**src/rtl/instr_fetch_pkg.sv**
```systemverilog
// Shared types for the fetch stage: run-state encoding, next-PC select codes
// and default widths.
package instr_fetch_pkg;

    localparam int PC_W_DEF     = 11;
    localparam int CT_W_DEF     = 16;
    localparam int RS_DEPTH_DEF = 4;

    typedef enum logic [1:0] {
        S_IDLE   = 2'd0,
        S_ARMED  = 2'd1,
        S_RUN    = 2'd2,
        S_HALTED = 2'd3
    } fetch_state_e;

    typedef enum logic [1:0] {
        SEL_HOLD   = 2'd0,
        SEL_INC    = 2'd1,
        SEL_TARGET = 2'd2,
        SEL_RET    = 2'd3
    } pc_sel_e;

endpackage

```
**src/rtl/instr_fetch_return_stack.sv**
```systemverilog
// Hardware return stack for Call/Ret: LIFO with synchronous clear.
// Over/underflow policy is left to the owner; this block just refuses the operation.
module instr_fetch_return_stack
    import instr_fetch_pkg::*;
#(
    parameter int DEPTH  = RS_DEPTH_DEF,
    parameter int DATA_W = PC_W_DEF
) (
    input  logic              i_clk,
    input  logic              i_reset,
    input  logic              i_push,
    input  logic              i_pop,
    input  logic              i_clr,
    input  logic [DATA_W-1:0] i_push_data,
    output logic [DATA_W-1:0] o_top,
    output logic              o_full,
    output logic              o_empty
);

    localparam int IDX_W = $clog2(DEPTH);
    localparam int SP_W  = IDX_W + 1;

    logic [DATA_W-1:0] r_mem [DEPTH];
    logic [SP_W-1:0]   r_sp;
    logic [IDX_W-1:0]  w_wr_idx;
    logic [IDX_W-1:0]  w_top_idx;
    logic              w_do_push;
    logic              w_do_pop;

    assign w_wr_idx  = r_sp[IDX_W-1:0];
    assign w_top_idx = w_wr_idx - 1'b1;
    assign o_empty   = (r_sp == '0);
    assign o_full    = (r_sp == SP_W'(DEPTH));
    assign o_top     = r_mem[w_top_idx];

    // Pop wins over push; clear wins over both.
    assign w_do_pop  = i_pop && !o_empty && !i_clr;
    assign w_do_push = i_push && !i_pop && !o_full && !i_clr;

    always_ff @(posedge i_clk) begin
        if (i_reset || i_clr) begin
            r_sp <= '0;
        end else if (w_do_pop) begin
            r_sp <= r_sp - 1'b1;
        end else if (w_do_push) begin
            r_sp <= r_sp + 1'b1;
        end
    end

    always_ff @(posedge i_clk) begin
        if (!i_reset && w_do_push) begin
            r_mem[w_wr_idx] <= i_push_data;
        end
    end

endmodule

```
**src/rtl/instr_fetch.sv**
```systemverilog
// Program-counter / fetch-control stage: Start/Halt/Done run handshake,
// next-PC selection, Call/Ret via a return stack, and a saturating run-cycle counter.
module instr_fetch
    import instr_fetch_pkg::*;
#(
    parameter int PC_W       = PC_W_DEF,
    parameter int START_ADDR = 0,
    parameter int RS_DEPTH   = RS_DEPTH_DEF,
    parameter int CT_W       = CT_W_DEF
) (
    input  logic            i_clk,
    input  logic            i_reset,
    input  logic            i_start,
    input  logic            i_halt,
    input  logic            i_stall,
    input  logic            i_jump,
    input  logic            i_branch,
    input  logic            i_cond,
    input  logic            i_call,
    input  logic            i_ret,
    input  logic [PC_W-1:0] i_target,
    output logic [PC_W-1:0] o_pc,
    output logic            o_running,
    output logic            o_done,
    output logic            o_err,
    output logic [CT_W-1:0] o_cycle_ct
);

    localparam logic [PC_W-1:0] START_PC = PC_W'(START_ADDR);

    fetch_state_e    r_state;
    logic [PC_W-1:0] r_pc;
    logic [CT_W-1:0] r_ct;
    logic            r_err;
    logic            r_running;
    logic            r_done;

    pc_sel_e         w_sel;
    logic [PC_W-1:0] w_pc_inc;
    logic [PC_W-1:0] w_pc_next;
    logic            w_push_req;
    logic            w_pop_req;
    logic            w_err_set;
    logic            w_run_step;
    logic            w_rs_push;
    logic            w_rs_pop;
    logic            w_rs_clr;
    logic [PC_W-1:0] w_rs_top;
    logic            w_rs_full;
    logic            w_rs_empty;

    assign w_pc_inc   = r_pc + 1'b1;
    assign w_run_step = (r_state == S_RUN) && !i_start;
    assign w_rs_push  = w_run_step && w_push_req;
    assign w_rs_pop   = w_run_step && w_pop_req;
    // Stack is emptied on the edge that enters ARMED and on every ARMED cycle.
    assign w_rs_clr   = i_start || (r_state == S_ARMED);

    always_comb begin
        w_sel      = SEL_INC;
        w_push_req = 1'b0;
        w_pop_req  = 1'b0;
        w_err_set  = 1'b0;
        if (i_stall || i_halt) begin
            w_sel = SEL_HOLD;
        end else if (i_ret) begin
            if (w_rs_empty) begin
                w_err_set = 1'b1;
            end else begin
                w_sel     = SEL_RET;
                w_pop_req = 1'b1;
            end
        end else if (i_call) begin
            w_sel = SEL_TARGET;
            if (w_rs_full) begin
                w_err_set = 1'b1;
            end else begin
                w_push_req = 1'b1;
            end
        end else if (i_jump || (i_branch && i_cond)) begin
            w_sel = SEL_TARGET;
        end
    end

    always_comb begin
        w_pc_next = w_pc_inc;
        case (w_sel)
            SEL_HOLD:   w_pc_next = r_pc;
            SEL_INC:    w_pc_next = w_pc_inc;
            SEL_TARGET: w_pc_next = i_target;
            SEL_RET:    w_pc_next = w_rs_top;
            default:    w_pc_next = w_pc_inc;
        endcase
    end

    always_ff @(posedge i_clk) begin
        if (i_reset) begin
            r_state   <= S_IDLE;
            r_pc      <= START_PC;
            r_ct      <= '0;
            r_err     <= 1'b0;
            r_running <= 1'b0;
            r_done    <= 1'b0;
        end else begin
            case (r_state)
                S_IDLE: begin
                    if (i_start) begin
                        r_state <= S_ARMED;
                        r_pc    <= START_PC;
                        r_ct    <= '0;
                        r_err   <= 1'b0;
                    end
                end
                S_ARMED: begin
                    r_pc  <= START_PC;
                    r_ct  <= '0;
                    r_err <= 1'b0;
                    if (!i_start) begin
                        r_state   <= S_RUN;
                        r_running <= 1'b1;
                    end
                end
                S_RUN: begin
                    if (i_start) begin
                        r_state   <= S_ARMED;
                        r_pc      <= START_PC;
                        r_ct      <= '0;
                        r_err     <= 1'b0;
                        r_running <= 1'b0;
                    end else begin
                        r_pc <= w_pc_next;
                        if (r_ct != '1) begin
                            r_ct <= r_ct + 1'b1;
                        end
                        if (w_err_set) begin
                            r_err <= 1'b1;
                        end
                        if (i_halt && !i_stall) begin
                            r_state   <= S_HALTED;
                            r_running <= 1'b0;
                            r_done    <= 1'b1;
                        end
                    end
                end
                S_HALTED: begin
                    if (i_start) begin
                        r_state <= S_ARMED;
                        r_pc    <= START_PC;
                        r_ct    <= '0;
                        r_err   <= 1'b0;
                        r_done  <= 1'b0;
                    end
                end
                default: begin
                    r_state   <= S_IDLE;
                    r_running <= 1'b0;
                    r_done    <= 1'b0;
                end
            endcase
        end
    end

    instr_fetch_return_stack #(
        .DEPTH  (RS_DEPTH),
        .DATA_W (PC_W)
    ) u_return_stack (
        .i_clk       (i_clk),
        .i_reset     (i_reset),
        .i_push      (w_rs_push),
        .i_pop       (w_rs_pop),
        .i_clr       (w_rs_clr),
        .i_push_data (w_pc_inc),
        .o_top       (w_rs_top),
        .o_full      (w_rs_full),
        .o_empty     (w_rs_empty)
    );

    assign o_pc       = r_pc;
    assign o_running  = r_running;
    assign o_done     = r_done;
    assign o_err      = r_err;
    assign o_cycle_ct = r_ct;

endmodule

```
**config.mk**
```make
export PLATFORM = sky130hd
export DESIGN_NAME = instr_fetch
export DESIGN_NICKNAME = d
export VERILOG_FILES = /design/src/rtl/instr_fetch_pkg.sv /design/src/rtl/instr_fetch_return_stack.sv /design/src/rtl/instr_fetch.sv
export SDC_FILE = /design/constraint.sdc
export NUM_CORES = 1
export LEC_CHECK = 0
export CAP_MARGIN = 20
export CELL_PAD_IN_SITES_DETAIL_PLACEMENT = 1
export CELL_PAD_IN_SITES_GLOBAL_PLACEMENT = 2
export CORE_ASPECT_RATIO = 0.5
export CORE_UTILIZATION = 37
export CTS_CLUSTER_SIZE = 24
export DETAILED_ROUTE_END_ITERATION = 16
export PLACE_DENSITY_LB_ADDON = 0.12
export SLEW_MARGIN = 20
export SYNTH_ARGS = -nofsm -noshare
export SYNTH_HDL_FRONTEND = slang
export SYNTH_SLANG_ARGS = --single-unit
```
**constraint.sdc**
```tcl
create_clock -name i_clk -period 3.4 [get_ports i_clk]
set_clock_uncertainty 0.15 [all_clocks]
set_input_delay 1.02 -clock i_clk [delete_from_list [all_inputs] [get_ports i_clk]]
set_output_delay 1.02 -clock i_clk [all_outputs]
set_load 0.02 [all_outputs]
```
Yosys cells after proc, flatten, opt, wreduce, memory -nomap -nowiden

Memory sizes are Yosys's and may differ from the RTL's.
Cells that the tools add are included.

Equal/unequal tests: 17
Reductions and logical operators: 35
Mux-type cells: 45
Add/subtract/negate cells: 5

Operators by type and width:

| kind                                                                     | number |
|---|---|
| 11-bit one-hot mux with 3 select lines                                   | 2 |
| 16-bit 2-to-1 mux                                                        | 3 |
| 16-bit one-hot mux with 3 select lines                                   | 1 |
| 1-bit 2-to-1 mux                                                         | 22 |
| 11-bit 2-to-1 mux                                                        | 2 |
| 2-bit 2-to-1 mux                                                         | 9 |
| 16-bit by 1-bit adder with 16-bit output (second input constant)         | 1 |
| 16-bit inequality test (second input constant)                           | 1 |
| 11-bit by 1-bit adder with 11-bit output (second input constant)         | 1 |
| 1-bit logical AND                                                        | 11 |
| 2-bit equality test (second input constant)                              | 4 |
| 1-bit zero test                                                          | 7 |
| 3-bit 2-to-1 mux                                                         | 2 |
| 2-bit inequality test (second input constant)                            | 3 |
| 3-bit by 2-bit inequality test with 1-bit output (second input constant) | 2 |
| 3-bit inequality test (second input constant)                            | 2 |
| 2-bit one-hot mux with 3 select lines                                    | 1 |
| 2-bit AND reduction                                                      | 3 |
| 3-bit AND reduction                                                      | 2 |
| 2-bit nonzero test                                                       | 3 |
| 2-bit by 1-bit equality test with 1-bit output (second input constant)   | 2 |
| 2-bit zero test                                                          | 2 |
| 1-bit logical OR                                                         | 4 |
| 2-bit by 1-bit inequality test with 1-bit output (second input constant) | 2 |
| other kinds (9)                                                          | 10 |

Bits in writable memories: 44
Memories: 1
Output and inout port bits: 30
Register bits after elaboration: 35

Memory list:

| memory               | words | bits a word | rd ports | clocked after Yosys merged registers in | wr ports | line                           | RTL |
|---|---|---|---|---|---|---|---|
| u_return_stack.r_mem | 4     | 11          | 1        | 0                                       | 1        | instr_fetch_return_stack.sv:23 | `logic [DATA_W-1:0] r_mem [DEPTH];` |

Depth between registers and ports, before layout

Word-level depth: 12
Gate-level depth with buffers: 9
Gate-level depth less buffers: 9

Cells and area by module

A second synthesis with hierarchy kept.

Cells, all modules: 328
Area total of the unflattened synthesis: 3798.6 um2

By module, submodules not included:

| module                   | instances | seq. area each (um2) | area each (um2) | cells each |
|---|---|---|---|---|
| instr_fetch              | 1         | 640.6                | 1906.8          | 236 |
| instr_fetch_return_stack | 1         | 1381.3               | 1891.8          | 92 |

Worst setup path before layout

Ideal clock, no wire load.

Path type: input port to flip-flop
Start: input port i_start
End: register u_return_stack.r_sp[2]
Buffers on the path: 1
Setup time: 0.074 ns
Stages: 8
Slack: 0.548 ns
Arrival time: 2.628 ns
Required time: 3.176 ns
Cell sequence: buf_6 nand2b_4 nor2_1 nand3_1 fa_1 nand4b_1 a2111o_1 o21ai_0

Longest elaborated chain between the ends: 8
Elaborated cells on any way between the ends: 15
Those cells by class: mux (1); reduce/logical (14)

Ends and longest elaborated chain:

| element                             | line                           | RTL |
|---|---|---|
| from (decl)                         | instr_fetch.sv:13              | `input logic i_start,` |
| 1-bit zero test                     | n/a                            |  |
| 1-bit logical AND                   | instr_fetch.sv:53              | `assign w_run_step = (r_state == S_RUN) && !i_start;` |
| 1-bit logical AND                   | instr_fetch.sv:55              | `assign w_rs_pop = w_run_step && w_pop_req;` |
| 1-bit zero test                     | instr_fetch_return_stack.sv:38 | `assign w_do_push = i_push && !i_pop && !o_full && !i_clr;` |
| 1-bit logical AND (3 in a row)      | instr_fetch_return_stack.sv:38 |  |
| 2-bit nonzero test (no source line) | n/a                            |  |
| to (signal assigned)                | instr_fetch_return_stack.sv:44 | `r_sp <= r_sp - 1'b1;` |
| to (signal assigned)                | instr_fetch_return_stack.sv:46 | `r_sp <= r_sp + 1'b1;` |
| to (decl)                           | instr_fetch_return_stack.sv:24 | `logic [SP_W-1:0] r_sp;` |

Parallel ways exist; a longest one is shown, timed or not.
A chain may end at the register's enable or synchronous reset.

Worst setup path in the final report

Start: input port i_ret
End: register u_return_stack.r_sp[2]

Longest elaborated chain between the ends: 8
Elaborated cells on any way between the ends: 14
Those cells by class: mux (5); reduce/logical (9)

Ends and longest elaborated chain:

| element                             | line                           | RTL |
|---|---|---|
| from (decl)                         | instr_fetch.sv:20              | `input logic i_ret,` |
| 1-bit 2-to-1 mux                    | instr_fetch.sv:66              | `end else if (i_ret) begin` |
| 1-bit 2-to-1 mux                    | instr_fetch.sv:64              | `if (i_stall \|\| i_halt) begin` |
| 1-bit logical AND                   | instr_fetch.sv:55              |  |
| 1-bit zero test                     | instr_fetch_return_stack.sv:38 |  |
| 1-bit logical AND (3 in a row)      | instr_fetch_return_stack.sv:38 |  |
| 2-bit nonzero test (no source line) | n/a                            |  |

Parallel ways exist; a longest one is shown, timed or not.

==> impl_results.md <==
* Arr. time, crit path at 3.16 ns
* Worst path cell trace: clkdlybuf4s50_1, nor3b_1, nand3_1, fa_1, nand4b_1, a2111o_1, o21ai_0
* Largest family of logic cells by synthesized area: simple AND/OR/NAND/NOR gates
* Worst hold path type: flip-flop to flip-flop
* First-pass GRT wire length at 17600 um
* Clock tree sinks at 79
* Combinational Power Share at 14.9%
* Final Worst Setup Slack at 0.341 ns
* DP Area at 4790 sq um
* Share of layout cells above drive strength 1 at 13.2%
* H-tree depth at 3
* Min Hold Slack at 0.363 ns
* VDD IR max at 245 uV
* Setup Crit Path Kind: primary input to flip-flop
* F_max at 327 MHz
* CP Depth at 7
* Final ANT Viol Nets at 0
* Fin. max-slew vios at 0
* Simple-gate share of the synthesized area at 19.0%
* Critical Path RT at 3.51 ns
* Place WS at 0.0904 ns
* Total CTS buffers at 9
* # hold bufs at CTS at 0
* Final Net Count at 458
* Setup TNS at 0 ns
* Static leakage power at 1.63 nW
* Slowest cell on the critical path: clkdlybuf4s50_1
* Die Area at 11400 sq um
* Vias in the first global route at 3373
* Final HPWL DP at 7960 um
* Skew-Pair Late Insertion Delay at 0.34 ns
* GRT Residual Overflow at 0
* Flop pwr share at 44.3%
* Hold Path Depth at 2
* Worst Path Buf+Inv at 1
* Vias at 3187
* Initial core utilization at 39.0%
* Final Util at 48.7%
* RSZ-0062 raised after global routing: false
* Largest area contributor in the netlist: edfxtp_1
* CTS root buffer: clkbuf_16
* Initial drt markers at 114
* Tcrit/Tclk final at 90.0%
* Status: finished, final reports clean
* Die width at 150 um
* Area fraction of the dominant cell type after synthesis at 32.5%
* Compound-Gate Fraction of Synth Area at 14.5%
* #FFs+latches synth at 79
* Post-CTS sizing at 0
* Slowest stage delay, CP at 0.50 ns
* Crit end category: flip-flop
* Final Instance Count excl. Fillers at 571
* Maxcap violations at 0
* Fin. Hold Viols at 0
* Top FF cell, synth: edfxtp_1
* CP max FO at 2
* Pwr per Cell Area at 460 nW/um^2
* Crit-path leading delay family: simple AND/OR/NAND/NOR gates
* WL per Instance at 19.2 um
* Layout overhead on the synthesized area at 24.9%
* Mux cell area share after synthesis at 8.67%
* Cell Rows at 26
* Top cells by count, synth: 44 x edfxtp_1, 35 x dfxtp_1, 32 x nand2_1, 19 x a21oi_1, 18 x nor2_1
* Initial antenna violation count at 0
* Sequential share of the synthesized area at 49.7%
* Internal power at 1.67 mW
* N_diodes at 0
* GP Congestion at 0.758
* Postcts setup bufs at 0
* Post-Syn Nets at 393
* Startpoint Class: primary input
* R2R cell count at 9
* Sw Share at 28.4%
* Largest cells by area after synthesis: edfxtp_1 32%, dfxtp_1 17%, mux4_1 5.8%
* Syn Inst Count at 361
* First drt pass iteration count at 4
* Longest Clk Path Bufs at 2
* Core area at 10400 sq um
* Worst slew margin at 60.7%
* PortBufs at 50
* Most common cell in the netlist: edfxtp_1
* XOR/XNOR Fraction of Synth Area at 0.646%
* Design Area, Final at 5080 sq um
* CTS tree: built
* DRC at 0
* Clk pin slew, worst setup/hold paths at 0.07 ns
* Syn avg cell area at 11.3 sq um
* GRT Total Usage at 20.3%
* Overall power at 2.34 mW
* Post-Synth Adder-Cell Area at 3.57%
* # setup viols final at 0
* Yosys cell types at 68
* Yosys warnings at 0
* Asr flop ratio synth at 0%
* IO Count at 51
* Via/cell ratio at 5.58
* Pin count of the biggest net entering global routing at 17
* Cells after DPL at 555
* Syn Std Cell Area at 4070 sq um
* Final WL at 11000 um
* Clk network pwr share at 40.8%
* Fin crit period at 3.06 ns
* Die height at 76.2 um
* Net Sw Power at 0.665 mW
* Post-synth EDFFs at 44
* Least-Margin Pin Slew at 0.588 ns
## registers in the layout, summed over array words and instances, names as in the netlist
signal                flops
o_running                 1
u_return_stack.r_mem     44
o_err                     1
u_return_stack.r_sp       3
o_pc                     11
o_cycle_ct               16
r_state                   2
o_done                    1
## logic make-up (layout without fill, tap and decap cells)
logic type	after synthesis	count (layout)
XOR/XNOR	3	3
multiplexers	18	18
AO/OA/AOI/OAI	85	85
buffers and inverters	32	102
AND/OR/NAND/NOR	133	133
adder cells (fa/ha/maj)	11	11
flip-flops	79	79
## worst paths after layout
path | from | slack [ns] | end
worst min-delay path | o_done$_SDFFE_PP0P_ | 0.36 | o_done$_SDFFE_PP0P_
worst max register to register | r_state[0]$_SDFFE_PP0P_ | 0.61 | u_return_stack.r_sp[2]$_SDFFE_PP0P_
worst max-delay path | i_ret | 0.34 | u_return_stack.r_sp[2]$_SDFFE_PP0P_
worst min register to register | o_done$_SDFFE_PP0P_ | 0.36 | o_done$_SDFFE_PP0P_
## area by class of cell
type	count	area, sq um
Clock inverter	7	63.8
Clock buffer	9	225
Inverter	17	63.8
Sequential cell	79	2020
Multi-Input combinational cell	250	1890
Timing Repair Buffer	69	643
Fill cell	1132	5360
Tap cell	140	175
## worst reg2reg max path, cell delays in order (launching register included)
cell and delay, ns:
dfxtp_1 0.35, inv_1 0.07, ha_1 0.50, nand2b_4 0.13
nor2_1 0.17, nand3_1 0.13, fa_1 0.40, nand4b_1 0.22
a2111o_1 0.47, o21ai_0 0.11
## power by group through the flow
stage | clock network [mW] | registers, mW | logic, mW
global placement | 0 | 1.06 | 0.343
finish | 0.955 | 1.04 | 0.349
CTS | 0.973 | 1.04 | 0.355
detailed placement | 0 | 1.06 | 0.352
floorplan | 0 | 1.06 | 0.226
global route | 1.02 | 1.04 | 0.381
## per-layer routing
| metal | share of wire, % | GRT usage (%) | wire length [um] | up-vias |
|---|---|---|---|---|
| met2 | 52 | 35.6 | 5660 | 56 |
| li1 | - | - | - | 1523 |
| met5 | 0 | 0 | 0 | - |
| met3 | 3.6 | 4.61 | 392 | 8 |
| met1 | 44 | 25.0 | 4840 | 1600 |
| met4 | 0.72 | 5.35 | 79 | 0 |
## placed cells by master, fill, tap and decap left out, drive strengths merged, types with 3 or more instances in the layout
cell type,count
nor3,11
nand2b,6
mux4,11
nor4,4
nand3,13
clkbuf,9
edfxtp,44
mux2i,6
o21a,6
nor2,18
or4,8
or2,8
o211ai,4
o22ai,4
nor2b,4
dfxtp,35
o21ai,17
o221ai,4
o2111ai,3
a211oi,4
nand2,32
nand4,5
o31ai,8
a21oi,19
ha,10
and3,3
clkdlybuf4s50,50
inv,22
buf,19
or3,9
Power figures use the tool's default switching activity.
